File: src/rtl/snowbro2_pkg.sv
// snowbro2_pkg
// Shared constants for the Snow Bros. 2 clock-enable generator.
//   - default accumulator width and NUM/DEN ratio for each enable rate
//     (all ratios are relative to the 48 MHz system clock)
//   - cen_params_ok(): elaboration-time legality test for one channel
package snowbro2_pkg;

  localparam int W_DEF         = 10;

  localparam int NUM675_DEF    = 9;
  localparam int DEN675_DEF    = 64;
  localparam int NUM1350_DEF   = 9;
  localparam int DEN1350_DEF   = 32;
  localparam int NUM4_DEF      = 1;
  localparam int DEN4_DEF      = 12;
  localparam int NUM3P375_DEF  = 9;
  localparam int DEN3P375_DEF  = 128;
  localparam int NUM1P6875_DEF = 9;
  localparam int DEN1P6875_DEF = 256;

  // A channel is legal when DEN is even (so HALF is exact), 0 < NUM <= HALF
  // (so CEN and CENB can never coincide) and the W+1-bit sum cannot wrap.
  function automatic bit cen_params_ok(input int num, input int den, input int w);
    longint span;
    span = longint'(64'd1 << w);
    return (den % 2 == 0) && (num > 0) && (num <= den / 2) &&
           (span > 2 * longint'(den));
  endfunction

endpackage

File: src/rtl/snowbro2_frac_cen.sv
// snowbro2_frac_cen
// One fractional clock-enable channel: a phase accumulator that emits a
// one-cycle CEN every time it wraps past DEN, and a one-cycle CENB when it
// crosses DEN/2 (half a period later).  Average CEN rate is CLK*NUM/DEN.
// Ports:
//   CLK   in  system clock
//   RESET in  synchronous, active-high; clears accumulator and outputs
//   CEN   out main enable, registered, one cycle wide
//   CENB  out 180-degree offset enable, registered, one cycle wide
import snowbro2_pkg::*;

module snowbro2_frac_cen #(
  parameter int W   = W_DEF,
  parameter int NUM = NUM675_DEF,
  parameter int DEN = DEN675_DEF
) (
  input  logic CLK,
  input  logic RESET,
  output logic CEN,
  output logic CENB
);

  if (!cen_params_ok(NUM, DEN, W)) begin : g_bad_params
    $fatal(1, "snowbro2_frac_cen: illegal NUM/DEN/W combination");
  end

  localparam logic [W:0] NUM_X  = (W+1)'(NUM);
  localparam logic [W:0] DEN_X  = (W+1)'(DEN);
  localparam logic [W:0] HALF_X = (W+1)'(DEN / 2);

  logic [W-1:0] acc_q, acc_d;
  logic         cen_q, cen_d;
  logic         cenb_q, cenb_d;
  logic [W:0]   nxt;

  always_comb begin
    nxt    = {1'b0, acc_q} + NUM_X;
    cen_d  = (nxt >= DEN_X);
    acc_d  = cen_d ? W'(nxt - DEN_X) : W'(nxt);
    // Half-phase crossing uses the pre-wrap sum, so it is taken before the
    // DEN subtraction; NUM <= HALF keeps it disjoint from cen_d.
    cenb_d = ({1'b0, acc_q} < HALF_X) && (nxt >= HALF_X);
  end

  always_ff @(posedge CLK) begin
    if (RESET) begin
      acc_q  <= '0;
      cen_q  <= 1'b0;
      cenb_q <= 1'b0;
    end else begin
      acc_q  <= acc_d;
      cen_q  <= cen_d;
      cenb_q <= cenb_d;
    end
  end

  assign CEN  = cen_q;
  assign CENB = cenb_q;

endmodule

File: src/rtl/snowbro2_cen_gen.sv
// snowbro2_cen_gen
// Clock-enable generator for the Snow Bros. 2 core.  Five fractional
// channels derived from the 48 MHz CLK.  The four NUM=9 channels have DENs
// that divide each other, so their pulses nest (1p6875 within 3p375 within
// 675 within 1350); CEN4 is independent.
// Ports:
//   CLK, RESET                 48 MHz clock, synchronous active-high reset
//   CEN675/CEN675B             6.75 MHz pixel enable (+ half phase)
//   CEN1350/CEN1350B           13.5 MHz 2x pixel enable (+ half phase)
//   CEN4/CEN4B                 4 MHz OKI enable (+ half phase)
//   CEN3p375/CEN3p375B         3.375 MHz YM2151 enable (+ half phase)
//   CEN1p6875/CEN1p6875B       1.6875 MHz YM2151 enable (+ half phase)
import snowbro2_pkg::*;

module snowbro2_cen_gen #(
  parameter int W         = W_DEF,
  parameter int NUM675    = NUM675_DEF,
  parameter int DEN675    = DEN675_DEF,
  parameter int NUM1350   = NUM1350_DEF,
  parameter int DEN1350   = DEN1350_DEF,
  parameter int NUM4      = NUM4_DEF,
  parameter int DEN4      = DEN4_DEF,
  parameter int NUM3p375  = NUM3P375_DEF,
  parameter int DEN3p375  = DEN3P375_DEF,
  parameter int NUM1p6875 = NUM1P6875_DEF,
  parameter int DEN1p6875 = DEN1P6875_DEF
) (
  input  logic CLK,
  input  logic RESET,
  output logic CEN675,
  output logic CEN675B,
  output logic CEN1350,
  output logic CEN1350B,
  output logic CEN4,
  output logic CEN4B,
  output logic CEN3p375,
  output logic CEN3p375B,
  output logic CEN1p6875,
  output logic CEN1p6875B
);

  snowbro2_frac_cen #(.W(W), .NUM(NUM675), .DEN(DEN675)) u_cen675 (
    .CLK(CLK), .RESET(RESET), .CEN(CEN675), .CENB(CEN675B)
  );

  snowbro2_frac_cen #(.W(W), .NUM(NUM1350), .DEN(DEN1350)) u_cen1350 (
    .CLK(CLK), .RESET(RESET), .CEN(CEN1350), .CENB(CEN1350B)
  );

  snowbro2_frac_cen #(.W(W), .NUM(NUM4), .DEN(DEN4)) u_cen4 (
    .CLK(CLK), .RESET(RESET), .CEN(CEN4), .CENB(CEN4B)
  );

  snowbro2_frac_cen #(.W(W), .NUM(NUM3p375), .DEN(DEN3p375)) u_cen3p375 (
    .CLK(CLK), .RESET(RESET), .CEN(CEN3p375), .CENB(CEN3p375B)
  );

  snowbro2_frac_cen #(.W(W), .NUM(NUM1p6875), .DEN(DEN1p6875)) u_cen1p6875 (
    .CLK(CLK), .RESET(RESET), .CEN(CEN1p6875), .CENB(CEN1p6875B)
  );

endmodule

File: config.mk
export PLATFORM = sky130hd
export DESIGN_NAME = snowbro2_cen_gen
export DESIGN_NICKNAME = d
export VERILOG_FILES = /design/src/rtl/snowbro2_pkg.sv /design/src/rtl/snowbro2_frac_cen.sv /design/src/rtl/snowbro2_cen_gen.sv
export SDC_FILE = /design/constraint.sdc
export NUM_CORES = 1
export LEC_CHECK = 0
export ABC_CLOCK_PERIOD_IN_PS = 2800
export CAP_MARGIN = 5
export CELL_PAD_IN_SITES_DETAIL_PLACEMENT = 1
export CELL_PAD_IN_SITES_GLOBAL_PLACEMENT = 1
export CORE_ASPECT_RATIO = 0.7
export CORE_MARGIN = 5
export CORE_UTILIZATION = 47
export CTS_CLUSTER_DIAMETER = 120
export DETAILED_ROUTE_END_ITERATION = 7
export PLACE_DENSITY_LB_ADDON = 0.1
export RECOVER_POWER = 100
export REMOVE_ABC_BUFFERS = 1
export SYNTH_ARGS = -nofsm -noshare
export SYNTH_HDL_FRONTEND = slang
export SYNTH_SLANG_ARGS = --single-unit
File: constraint.sdc
create_clock -name CLK -period 2.8 [get_ports CLK]
set_input_delay 0.28 -clock CLK [delete_from_list [all_inputs] [get_ports CLK]]
set_output_delay 0.28 -clock CLK [all_outputs]
set_load 0.03 [all_outputs]
==> results.sh <==
export IMPL_status="finished, final reports clean"
export IMPL_setup_tns_ns=0
export IMPL_yosysSeqAreaShare_pct=35.9
export IMPL_syn_inst=381
export IMPL_drtIter0Drc=104
export IMPL_vias=2758
export IMPL_worst_slew_pin_slew_ns=1.08
export IMPL_layout_drive_gt1_share_pct=9.23
export IMPL_clock_sinks=60
export IMPL_finalMaxSlewViolations=0
export IMPL_worst_clock_skew_ns=0.00968
export IMPL_powerDensity_nw_per_um2=909
export IMPL_via_per_inst=5.70
export IMPL_grt_pass1_wl_mm=13.1
export IMPL_place_gp_congestion=0.795
export IMPL_nNetsFinal=403
export IMPL_period_minus_slack_ns=2.59
export IMPL_final_area_um2=3650
export IMPL_place_area_um2=3470
export IMPL_finalSetupViolations=0
export IMPL_overflow=0
export IMPL_grt_max_degree=36
export IMPL_fillers=810
export IMPL_relSlewSlack_pct=28.1
export IMPL_ys_async_sr_fraction_pct=0
export IMPL_combPwrFrac_pct=38.4
export IMPL_timing_hold_ws_ns=0.481
export IMPL_wl_mm=7.68
export IMPL_pin_count=12
export IMPL_place_hpwl_mm=5.32
export IMPL_num_rows=25
export IMPL_crit_type="reg -> reg"
export IMPL_pre_cts_slack_ns=0.142
export IMPL_cp_data_required_time_ns=3.08
export IMPL_cp_data_arrival_time_ns=2.87
export IMPL_slowest_stage="or3b_2"
export IMPL_finalHoldViolCount=0
export IMPL_slowest_delay_ns=0.46
export IMPL_die_h_um=80.6
export IMPL_crit_top_cell="ha_1"
export IMPL_syn_avg_cell_area_um2=8.78
export IMPL_syn_area_um2=3350
export IMPL_seqPwrFrac_pct=38.2
export IMPL_ys_warnings_count=0
export IMPL_clockBufferDepth=2
export IMPL_fmax_mhz=385
export IMPL_dr_pass1_iters=4
export IMPL_worstSetupStartpoint="u_cen1350.acc_q[0]"
export IMPL_p_sw_uw=1290
export IMPL_synthFlopType="dfxtp_1"
export IMPL_start_util_pct=48.9
export IMPL_die_w_um=111
export IMPL_clockRootBuffer="clkbuf_8"
export IMPL_synth_seq_cells=60
export IMPL_clock_power_share_pct=23.4
export IMPL_maxCapViolations=0
export IMPL_cts_max_level=3
export IMPL_grt_antenna_before_repair=0
export IMPL_p_int_uw=2030
export IMPL_dieArea_um2=8940
export IMPL_cts_tree="built"
export IMPL_synth_edff_count=0
export IMPL_drcViolationCount=0
export IMPL_timing_final_ws_setup_ns=0.206
export IMPL_grt_pass1_vias=2689
export IMPL_insertion_delay_ns=0.36
export IMPL_fin_crit_sh_pct=92.7
export IMPL_rsz0062_at_grt="false"
export IMPL_hp_start="u_cen3p375.acc_q[0]"
export IMPL_synthToLayoutAreaGrowth_pct=9.08
export IMPL_cts_hold_buf=0
export IMPL_crit_chain="ha_1 -> a21oi_4 -> o21a_1 -> nor2_1 -> ha_1 -> inv_1 -> o21ai_0 -> or3b_2 -> or2_2 -> a31oi_1"
export IMPL_vdd_ir_drop_max_mv=0.451
export IMPL_cts_clk_slew_worst_paths_ns=0.07
export IMPL_ant_nets=0
export IMPL_yosysUniqueCellTypes=66
export IMPL_end_kind="flip-flop"
export IMPL_diodes=0
export IMPL_leakage_uw=0.00144
export IMPL_port_buffers=11
export IMPL_start_kind="flip-flop"
export IMPL_coreArea_um2=6850
export IMPL_holdCritPathClass="reg -> reg"
export IMPL_wl_per_cell_um=15.9
export IMPL_swShare_pct=38.8
export IMPL_cp_max_fo=7
export IMPL_cts_buffers=9
export IMPL_worstReg2RegStart="u_cen1350.acc_q[0]"
export IMPL_grt_usage_pct=18.5
final timing paths:
path	cells past startpoint	slack, ns	to
worst max-delay path	10	0.21	u_cen1350.acc_q[9]
worst min-delay path	1	0.48	u_cen3p375.acc_q[0]
worst max register to register	10	0.21	u_cen1350.acc_q[9]
worst min register to register	1	0.48	u_cen3p375.acc_q[0]
flip-flops by register name, summed over array words and instances, names as in the netlist:
signal	flops
u_cen1350.acc_q	10
u_cen1p6875.acc_q	10
u_cen3p375.acc_q	10
u_cen4.acc_q	10
u_cen675.acc_q	10
u_cen1350.CEN	1
u_cen1350.CENB	1
u_cen1p6875.CEN	1
u_cen1p6875.CENB	1
u_cen3p375.CEN	1
u_cen3p375.CENB	1
u_cen4.CEN	1
u_cen4.CENB	1
u_cen675.CEN	1
u_cen675.CENB	1
critical path, delay by kind of cell (launching register included):
family	cells	cell delay, ns
buffers and inverters	1	0.08
AND/OR/NAND/NOR	3	0.81
adder cells (fa/ha/maj)	2	0.54
flip-flops	1	0.37
AO/OA/AOI/OAI	4	0.72
synth_stat cells (3+ instances only):
cell / number / area (um2)
dfxtp_1: 60 / 1200
nor2_1: 49 / 184
xnor2_1: 23 / 201
nand2_1: 18 / 67.6
a21oi_1: 17 / 85.1
nand3_1: 16 / 80.1
xor2_1: 16 / 140
ha_1: 15 / 188
inv_1: 14 / 52.6
clkbuf_1: 8 / 30.0
nand4_1: 8 / 50.1
nor3_1: 8 / 40.0
o21ai_0: 8 / 40.0
a211oi_1: 6 / 45.0
a31oi_1: 6 / 37.5
and2_1: 6 / 37.5
and4_1: 6 / 52.6
buf_6: 6 / 67.6
mux2i_1: 6 / 60.1
nor2b_1: 6 / 37.5
or2_2: 5 / 31.3
buf_1: 4 / 15.0
a21o_1: 3 / 22.5
a31o_2: 3 / 26.3
and3_1: 3 / 18.8
nor3b_1: 3 / 22.5
o211ai_1: 3 / 22.5
o21a_1: 3 / 22.5
o31ai_1: 3 / 22.5
or3_1: 3 / 18.8
or4_1: 3 / 22.5
power by group through the flow:
stage	Clock (uW)	Sequential, uW	Combinational (uW)
2_1_floorplan	0	1320	867
3_3_place_gp	0	1270	1270
3_5_place_dp	0	1280	1310
4_1_cts	804	1270	1320
5_1_grt	840	1300	1410
6_report	777	1270	1280
through the flow:
stage          power, uW  cells  util [%]
2_1_floorplan       2190    360         -
3_3_place_gp        2540    469      50.7
3_5_place_dp        2590    469      50.7
4_1_cts             3390    484      53.5
5_1_grt             3560    484      53.3
6_report            3320    484      53.3
final cells by class:
class | count | area (um2) | area share [%]
tap | 94 | 118 | 3.22
timing repair buffer | 15 | 134 | 3.67
sequential | 60 | 1200 | 32.9
clock buffer | 10 | 138 | 3.77
clock inverter | 5 | 52.6 | 1.44
multi-input combinational | 286 | 1960 | 53.6
inverter | 14 | 52.6 | 1.44
cell families (layout without fill, tap and decap cells):
family / Yosys count / in the layout / synth area share, %
adders and majority gates: 15 / 15 / 5.61
DFF: 60 / 60 / 35.9
AOI/OAI and AO/OA: 74 / 74 / 15.8
buffers and inverters: 35 / 44 / 5.38
xor gates and xnor gates: 39 / 39 / 10.2
muxes: 9 / 9 / 2.80
and+or+nand+nor: 149 / 149 / 24.3
placed cells by master (no fill, tap or decap), types with 7 or more instances in the layout:
| cell | instances |
|---|---|
| a211oi_1 | 7 |
| a21oi_1 | 17 |
| clkbuf_8 | 10 |
| dfxtp_1 | 60 |
| dlygate4sd3_1 | 10 |
| ha_1 | 15 |
| inv_1 | 14 |
| nand2_1 | 18 |
| nand3_1 | 16 |
| nand4_1 | 8 |
| nor2_1 | 49 |
| nor3_1 | 8 |
| o21ai_0 | 8 |
| xnor2_1 | 23 |
| xor2_1 | 16 |
repair_timing:
| action | in CTS | in global routing |
|---|---|---|
| setup endpoints to repair | 0 | 1 |
| buffers inserted | 0 | 0 |
| endpoints found under the hold margin | 0 | 0 |
| gates resized for setup | 0 | 1 |
routing by layer:
metal  part of all wire, %  up-vias  GRT usage (%)
met4                   1.2        0           5.54
met5                     0        -              0
met1                    50     1363           23.6
li1                      -     1368              -
met2                    46       18           29.8
met3                   3.0        9           6.33
Power figures use the tool's default switching activity.
